**src/rtl/bus_mem_responder.sv**
```systemverilog
// Purpose : memory-side responder on the snooping coherence bus; commits WriteBacks, answers ReadMisses with ReadHit data.
// Latency : ReadMiss sampled while idle -> reply on bus_out LATENCY cycles later, held for one cycle; replies spaced >= LATENCY+2.
// Backpr. : no backpressure on bus_in; up to two reads queue behind the active one, further reads are dropped and flag overflow.
//
// Ports:
//   clock     rising-edge system clock
//   resetn    asynchronous active-low reset (clears FSM, queue, store, flags)
//   bus_in    snooped bus message {msg, tag, value}; msg 2'b00 = idle
//   bus_out   reply message {ReadHit, tag, data}; all zeros when not replying
//   busy      a read is in flight or queued
//   overflow  sticky: a ReadMiss was dropped because the queue was full
//   rd_cnt / wb_cnt  (only with MEM_RESP_STATS_EN defined) wrapping counts of
//                    replies sent and WriteBacks sampled
module bus_mem_responder #(
    parameter int TAG_W   = 3,
    parameter int DATA_W  = 4,
    parameter int LATENCY = 2
) (
    input  logic                      clock,
    input  logic                      resetn,
    input  logic [2+TAG_W+DATA_W-1:0] bus_in,
    output logic [2+TAG_W+DATA_W-1:0] bus_out,
    output logic                      busy,
    output logic                      overflow
`ifdef MEM_RESP_STATS_EN
    ,
    output logic [7:0]                rd_cnt,
    output logic [7:0]                wb_cnt
`endif
);

    localparam int BUS_W = 2 + TAG_W + DATA_W;
    localparam int DEPTH = 2 ** TAG_W;

    localparam logic [1:0] READ_MISS  = 2'b01;
    localparam logic [1:0] READ_HIT   = 2'b10;
    localparam logic [1:0] WRITE_BACK = 2'b11;

    typedef enum logic [1:0] {
        IDLE  = 2'd0,
        WAIT  = 2'd1,
        REPLY = 2'd2
    } state_t;

    // Bus message fields
    logic [1:0]        in_msg;
    logic [TAG_W-1:0]  in_tag;
    logic [DATA_W-1:0] in_val;
    logic              rd_req;
    logic              wb_req;

    assign in_msg = bus_in[BUS_W-1 -: 2];
    assign in_tag = bus_in[DATA_W +: TAG_W];
    assign in_val = bus_in[DATA_W-1:0];
    assign rd_req = (in_msg == READ_MISS);
    assign wb_req = (in_msg == WRITE_BACK);

    // Backing store
    logic [DATA_W-1:0] mem [DEPTH];

    // FSM state
    state_t            state, state_nxt;
    logic [3:0]        cnt, cnt_nxt;
    logic [TAG_W-1:0]  cur_tag, cur_tag_nxt;

    // Two-entry pending queue
    logic [TAG_W-1:0]  q_tag [2];
    logic              rd_ptr;
    logic [1:0]        q_count;
    logic              wr_idx;
    logic              pop;
    logic              bypass;
    logic              push;
    logic              push_ok;
    logic              drop;

    // With a pop in the same cycle as a push into a full queue, the write lands
    // in the slot being vacated; its old value is consumed combinationally.
    assign wr_idx  = rd_ptr ^ q_count[0];
    assign push    = rd_req & ~bypass;
    assign drop    = push & (q_count == 2'd2) & ~pop;
    assign push_ok = push & ~drop;

    always_comb begin
        state_nxt   = state;
        cnt_nxt     = cnt;
        cur_tag_nxt = cur_tag;
        pop         = 1'b0;
        bypass      = 1'b0;
        case (state)
            IDLE: begin
                // Queued work takes priority; a fresh request only skips the
                // queue when nothing is waiting ahead of it.
                if (q_count != 2'd0) begin
                    pop         = 1'b1;
                    cur_tag_nxt = q_tag[rd_ptr];
                    cnt_nxt     = 4'(LATENCY);
                    state_nxt   = WAIT;
                end else if (rd_req) begin
                    bypass      = 1'b1;
                    cur_tag_nxt = in_tag;
                    cnt_nxt     = 4'(LATENCY);
                    state_nxt   = WAIT;
                end
            end
            WAIT: begin
                cnt_nxt = cnt - 4'd1;
                if (cnt == 4'd1) begin
                    state_nxt = REPLY;
                end
            end
            REPLY: begin
                state_nxt = IDLE;
            end
            default: begin
                state_nxt = IDLE;
            end
        endcase
    end

    always_ff @(posedge clock or negedge resetn) begin
        if (!resetn) begin
            state   <= IDLE;
            cnt     <= 4'd0;
            cur_tag <= '0;
        end else begin
            state   <= state_nxt;
            cnt     <= cnt_nxt;
            cur_tag <= cur_tag_nxt;
        end
    end

    always_ff @(posedge clock or negedge resetn) begin
        if (!resetn) begin
            q_tag[0] <= '0;
            q_tag[1] <= '0;
            rd_ptr   <= 1'b0;
            q_count  <= 2'd0;
            overflow <= 1'b0;
        end else begin
            if (push_ok) begin
                q_tag[wr_idx] <= in_tag;
            end
            if (pop) begin
                rd_ptr <= ~rd_ptr;
            end
            case ({push_ok, pop})
                2'b10:   q_count <= q_count + 2'd1;
                2'b01:   q_count <= q_count - 2'd1;
                default: q_count <= q_count;
            endcase
            if (drop) begin
                overflow <= 1'b1;
            end
        end
    end

    always_ff @(posedge clock or negedge resetn) begin
        if (!resetn) begin
            for (int i = 0; i < DEPTH; i++) begin
                mem[i] <= '0;
            end
        end else if (wb_req) begin
            mem[in_tag] <= in_val;
        end
    end

    // Store is read live during REPLY so a WriteBack landing in WAIT is seen.
    always_comb begin
        bus_out = '0;
        if (state == REPLY) begin
            bus_out = {READ_HIT, cur_tag, mem[cur_tag]};
        end
    end

    assign busy = (state != IDLE) | (q_count != 2'd0);

`ifdef MEM_RESP_STATS_EN
    always_ff @(posedge clock or negedge resetn) begin
        if (!resetn) begin
            rd_cnt <= 8'd0;
            wb_cnt <= 8'd0;
        end else begin
            if (state == REPLY) begin
                rd_cnt <= rd_cnt + 8'd1;
            end
            if (wb_req) begin
                wb_cnt <= wb_cnt + 8'd1;
            end
        end
    end
`endif

endmodule

```
**config.mk**
```make
export PLATFORM = sky130hd
export DESIGN_NAME = bus_mem_responder
export DESIGN_NICKNAME = d
export VERILOG_FILES = /design/src/rtl/bus_mem_responder.sv
export SDC_FILE = /design/constraint.sdc
export NUM_CORES = 1
export LEC_CHECK = 0
export CORE_ASPECT_RATIO = 1.5
export CORE_MARGIN = 8
export CORE_UTILIZATION = 56
export CTS_BUF_LIST = sky130_fd_sc_hd__clkbuf_16
export DETAILED_ROUTE_END_ITERATION = 10
export PLACE_DENSITY = 0.83
export SETUP_SLACK_MARGIN = 0.05
export SLEW_MARGIN = 20
export SYNTH_ARGS = -nofsm -noshare
export SYNTH_HDL_FRONTEND = slang
export SYNTH_SLANG_ARGS = --single-unit
```
**constraint.sdc**
```tcl
create_clock -name clock -period 2.1 [get_ports clock]
set_input_delay 0.525 -clock clock [delete_from_list [all_inputs] [get_ports clock]]
set_output_delay 0.525 -clock clock [all_outputs]
set_load 0.03 [all_outputs]
```
==> summary.log <==
[status] status complete, but fails checks
[status] failing checks negative setup slack
[timing] Hold Vio Cnt, Final 0
[placed_design] final weighted congestion in routability-driven placement 0.807
[clock_network] Max clock buf depth 2
[grt] global-route wire length before repair 9590 um
[setup_path] Crit path required time 1.57 ns
[setup_path] critical path cell sequence buf_6, mux2i_1, a22oi_2, nand2_1, nor3_2, buf_4
[power] internal power 2.70 mW
[setup_path] Setup crit start kind register
[grt] Overflow after GRT 0
[cells_and_area] most common cell after layout, fill and taps aside sky130_fd_sc_hd__dfrtp_1
[routing] wire length per cell after detailed routing 19.0 um
[placed_design] placement-stage cell area 2920 um^2
[die] cell row count 30
[cells_and_area] share of post-route cells with drive strength above 1 39.5%
[timing] setup slack after layout -0.0713 ns
[logic_synthesis] arithmetic-cell share of the synthesized area counting full adders, half adders and majority gates 1.50%
[die] Die Wd 70.7 um
[clock_network] Clk pin slew, worst setup/hold paths 0.06 ns
[cells_and_area] nets 269
[logic_synthesis] Cell Area, Synth 2510 um^2
[clock_network] insertion delay to the later sink of the worst-skew pair 0.29 ns
[placed_design] Post-Place Setup Slack -0.0714 ns
[timing] Hold Slack 0.212 ns
[die] number of I/O pins 22
[placed_design] quantity of I/O buffers inserted on ports 20
[logic_synthesis] fraction of post-synthesis cell area in the top cell type by area 50.9%
[logic_synthesis] Mapped Nets 222
[routing] number of violations reported at the end of detailed-routing iteration 0 71
[timing] Final period util 103%
[setup_path] critical path start-end classification reg2out
[setup_path] buffers plus inverters on the worst setup path 2
[cells_and_area] final standard cell area without fillers 3190 um^2
[logic_synthesis] register area share after synthesis 50.9%
[setup_path] Slowest-stage cell, CP sky130_fd_sc_hd__dfrtp_1
[grt] global-route total usage across every layer 17.8%
[routing] vias post-DR 1751
[logic_synthesis] xor-xnor portion of the synthesized cell area 2.09%
[power] maximum ir drop on the vdd rail 0.000744 V
[grt] number of global-route vias before repair 1955
[logic_synthesis] synthesis warning total 0
[routing] antenna-violating nets left 0
[timing] unrepaired setup endpoints after global routing yes
[logic_synthesis] multiplexer area fraction after synthesis 23.9%
[timing] final count of pins violating max slew 0
[placed_design] cell total after placement 291
[timing] Setup violations, final 3
[power] fraction of power consumed by sequential logic 36.5%
[logic_synthesis] FFs w/ async S/R, synth 100%
[clock_network] buffer type at the clock tree root sky130_fd_sc_hd__clkbuf_16
[power] power density relative to cell area 1320 nW/um^2
[placed_design] hpwl dp 4010 um
[routing] post-route DRC violation count 0
[timing] aggregate negative setup slack -0.139 ns
[cells_and_area] commonest cells after routing, fill and taps aside sky130_fd_sc_hd__dfrtp_1 (51), sky130_fd_sc_hd__mux2_2 (32), sky130_fd_sc_hd__buf_4 (31)
[grt] largest net degree at the start of global routing 52
[power] Sw Pwr 1.52 mW
[power] Leak Pwr 1.42 nW
[logic_synthesis] synthesized-area fraction occupied by and/or/nand/nor cells 13.1%
[clock_network] number of buffers added by the clock tree synthesis step 5
[logic_synthesis] largest area contributor in the synthesized netlist sky130_fd_sc_hd__dfrtp_1
[timing] maximum clock frequency 0.461 GHz
[clock_network] CTS sink count 51
[logic_synthesis] Yosys cell types 37
[logic_synthesis] Synth Area per Inst 12.1 um^2
[setup_path] CP Max Fanout 5
[routing] routed wire length 5790 um
[power] share of total power consumed by net switching 36.0%
[power] relative contribution of combinational cells to total power 44.8%
[cells_and_area] post-synthesis to final-layout area growth 27.1%
[setup_path] maximum single-stage delay on the critical path 0.42 ns
[logic_synthesis] EDFF count, synth 0
[power] clock network power share 18.7%
[timing] min cycle time layout 2.17 ns
[logic_synthesis] count of state elements after synthesis 51
[setup_path] crit path DAT 1.65 ns
[hold_path] Min-Delay Path Class in2async
[clock_network] maximum level of the CTS H-tree 2
[logic_synthesis] main combinational cell family by area after synthesis multiplexers
[logic_synthesis] number of instances in the synthesized netlist 208
[die] Die Span Y 98.0 um
[cells_and_area] non-filler instance count after layout 304
[grt] antenna violations before repair 0
[cells_and_area] fillers 302
[logic_synthesis] Synth Area in Compound Gates 6.08%
[setup_path] kind of cell with the highest combined delay on the critical path flip-flops
[routing] via/cell ratio 5.76
[routing] first drt pass iteration count 6
[die] die area 6920 um^2
[cells_and_area] number of diodes added for antenna fixing 0
[setup_path] capturing element type of the critical path output pin
[logic_synthesis] top flip-flop cell by instance count after synthesis sky130_fd_sc_hd__dfrtp_1
[die] area of the placeable core 4430 um^2
[die] starting density of the core 56.6%
[flow_run] max capacitance violation total 0
[clock_network] TritonCTS clock tree done
[timing] Final Skew 0.00225 ns
[logic_synthesis] largest cells by area after synthesis sky130_fd_sc_hd__dfrtp_1 (51%), sky130_fd_sc_hd__mux2_2 (14%), sky130_fd_sc_hd__mux2i_1 (6.0%), sky130_fd_sc_hd__mux2_4 (3.6%), sky130_fd_sc_hd__nor2_1 (2.2%)
## kinds of logic (layout without fill, tap and decap cells)
logic type | Yosys count | after routing
and+or+nand+nor | 60 | 60
muxes | 53 | 53
DFF | 51 | 51
AOI/OAI and AO/OA | 21 | 21
buffers and inverters | 13 | 61
xor gates and xnor gates | 6 | 6
adders and majority gates | 3 | 3
other | 1 | 1
## stage by stage
stage	utilization (%)	power, mW
after floorplan	-	2.66
after global placement	66.0	3.12
after detailed placement	66.0	3.20
after CTS	71.5	4.19
after global routing	72.0	4.45
final	72.0	4.22
## sequential cells by signal, indices dropped and copies added, names as in the netlist
register	cells
cnt	4
q_tag	6
cur_tag	3
mem	32
rd_ptr	1
q_count	2
state	2
overflow	1
## cells in the mapped netlist, types with 2 or more instances
| master | n |
|---|---|
| sky130_fd_sc_hd__a22oi_1 | 4 |
| sky130_fd_sc_hd__dfrtp_1 | 51 |
| sky130_fd_sc_hd__mux2_2 | 32 |
| sky130_fd_sc_hd__nand2b_1 | 3 |
| sky130_fd_sc_hd__ha_1 | 3 |
| sky130_fd_sc_hd__o21ai_0 | 5 |
| sky130_fd_sc_hd__buf_2 | 4 |
| sky130_fd_sc_hd__nand2_1 | 8 |
| sky130_fd_sc_hd__nand3_1 | 7 |
| sky130_fd_sc_hd__nor3_1 | 5 |
| sky130_fd_sc_hd__nor2b_1 | 8 |
| sky130_fd_sc_hd__mux2i_1 | 15 |
| sky130_fd_sc_hd__mux2_4 | 6 |
| sky130_fd_sc_hd__and2_1 | 4 |
| sky130_fd_sc_hd__inv_1 | 5 |
| sky130_fd_sc_hd__xor2_1 | 4 |
| sky130_fd_sc_hd__nor2_1 | 15 |
| sky130_fd_sc_hd__a21oi_1 | 3 |
| sky130_fd_sc_hd__clkbuf_1 | 3 |
| sky130_fd_sc_hd__a2111oi_0 | 4 |
| sky130_fd_sc_hd__xnor2_1 | 2 |
| sky130_fd_sc_hd__or3_1 | 2 |
## power by group through the flow
stage / Sequential, mW / Combinational [mW] / Clock, mW
finish: 1.54 / 1.89 / 0.789
global placement: 1.52 / 1.61 / 0
CTS: 1.54 / 1.85 / 0.805
detailed placement: 1.54 / 1.66 / 0
global route: 1.58 / 2.04 / 0.836
floorplan: 1.48 / 1.18 / 0
## worst paths after layout
| check | startpoint | endpoint | slack [ns] | cells after the start |
|---|---|---|---|---|
| max in group asynchronous | resetn | q_tag[1]$_DFFE_PN0P_ | 1.66 | 2 |
| max | cur_tag[0]$_DFFE_PN0P_ | bus_out[3] | -0.07 | 6 |
| min reg2reg | overflow$_DFFE_PN0P_ | overflow$_DFFE_PN0P_ | 0.47 | 1 |
| min | resetn | mem[7]$_DFFE_PN0P_ | 0.21 | 2 |
| min in group clock | overflow$_DFFE_PN0P_ | overflow$_DFFE_PN0P_ | 0.47 | 1 |
| max reg2reg | state[1]$_DFFE_PN0P_ | q_count[1]$_DFFE_PN0P_ | 0.22 | 6 |
## what timing repair did
action                     CTS  global route
setup endpoints to repair    8             8
hold buffers                 0             0
pin swaps                   16             1
setup buffers                4             1
gates resized for setup     17             7
## per-layer routing
metal / global-route usage [%] / part of all wire (%) / vias to the layer above
met2: 32.4 / 56 / 32
met5: 0 / 0 / -
li1: - / - / 824
met4: 9.98 / 3.5 / 0
met1: 18.2 / 38 / 878
met3: 3.38 / 2.7 / 17
## area by class of cell
cell class | count | area, um^2 | share of cell area, %
well taps | 48 | 60.1 | 1.88
clock inverters | 3 | 20.0 | 0.628
repair buffers | 48 | 420 | 13.2
multi-input cells | 144 | 1270 | 39.8
flip-flops and latches | 51 | 1280 | 40.0
clock buffers | 5 | 125 | 3.92
inverters | 5 | 18.8 | 0.588
Power figures use the tool's default switching activity.
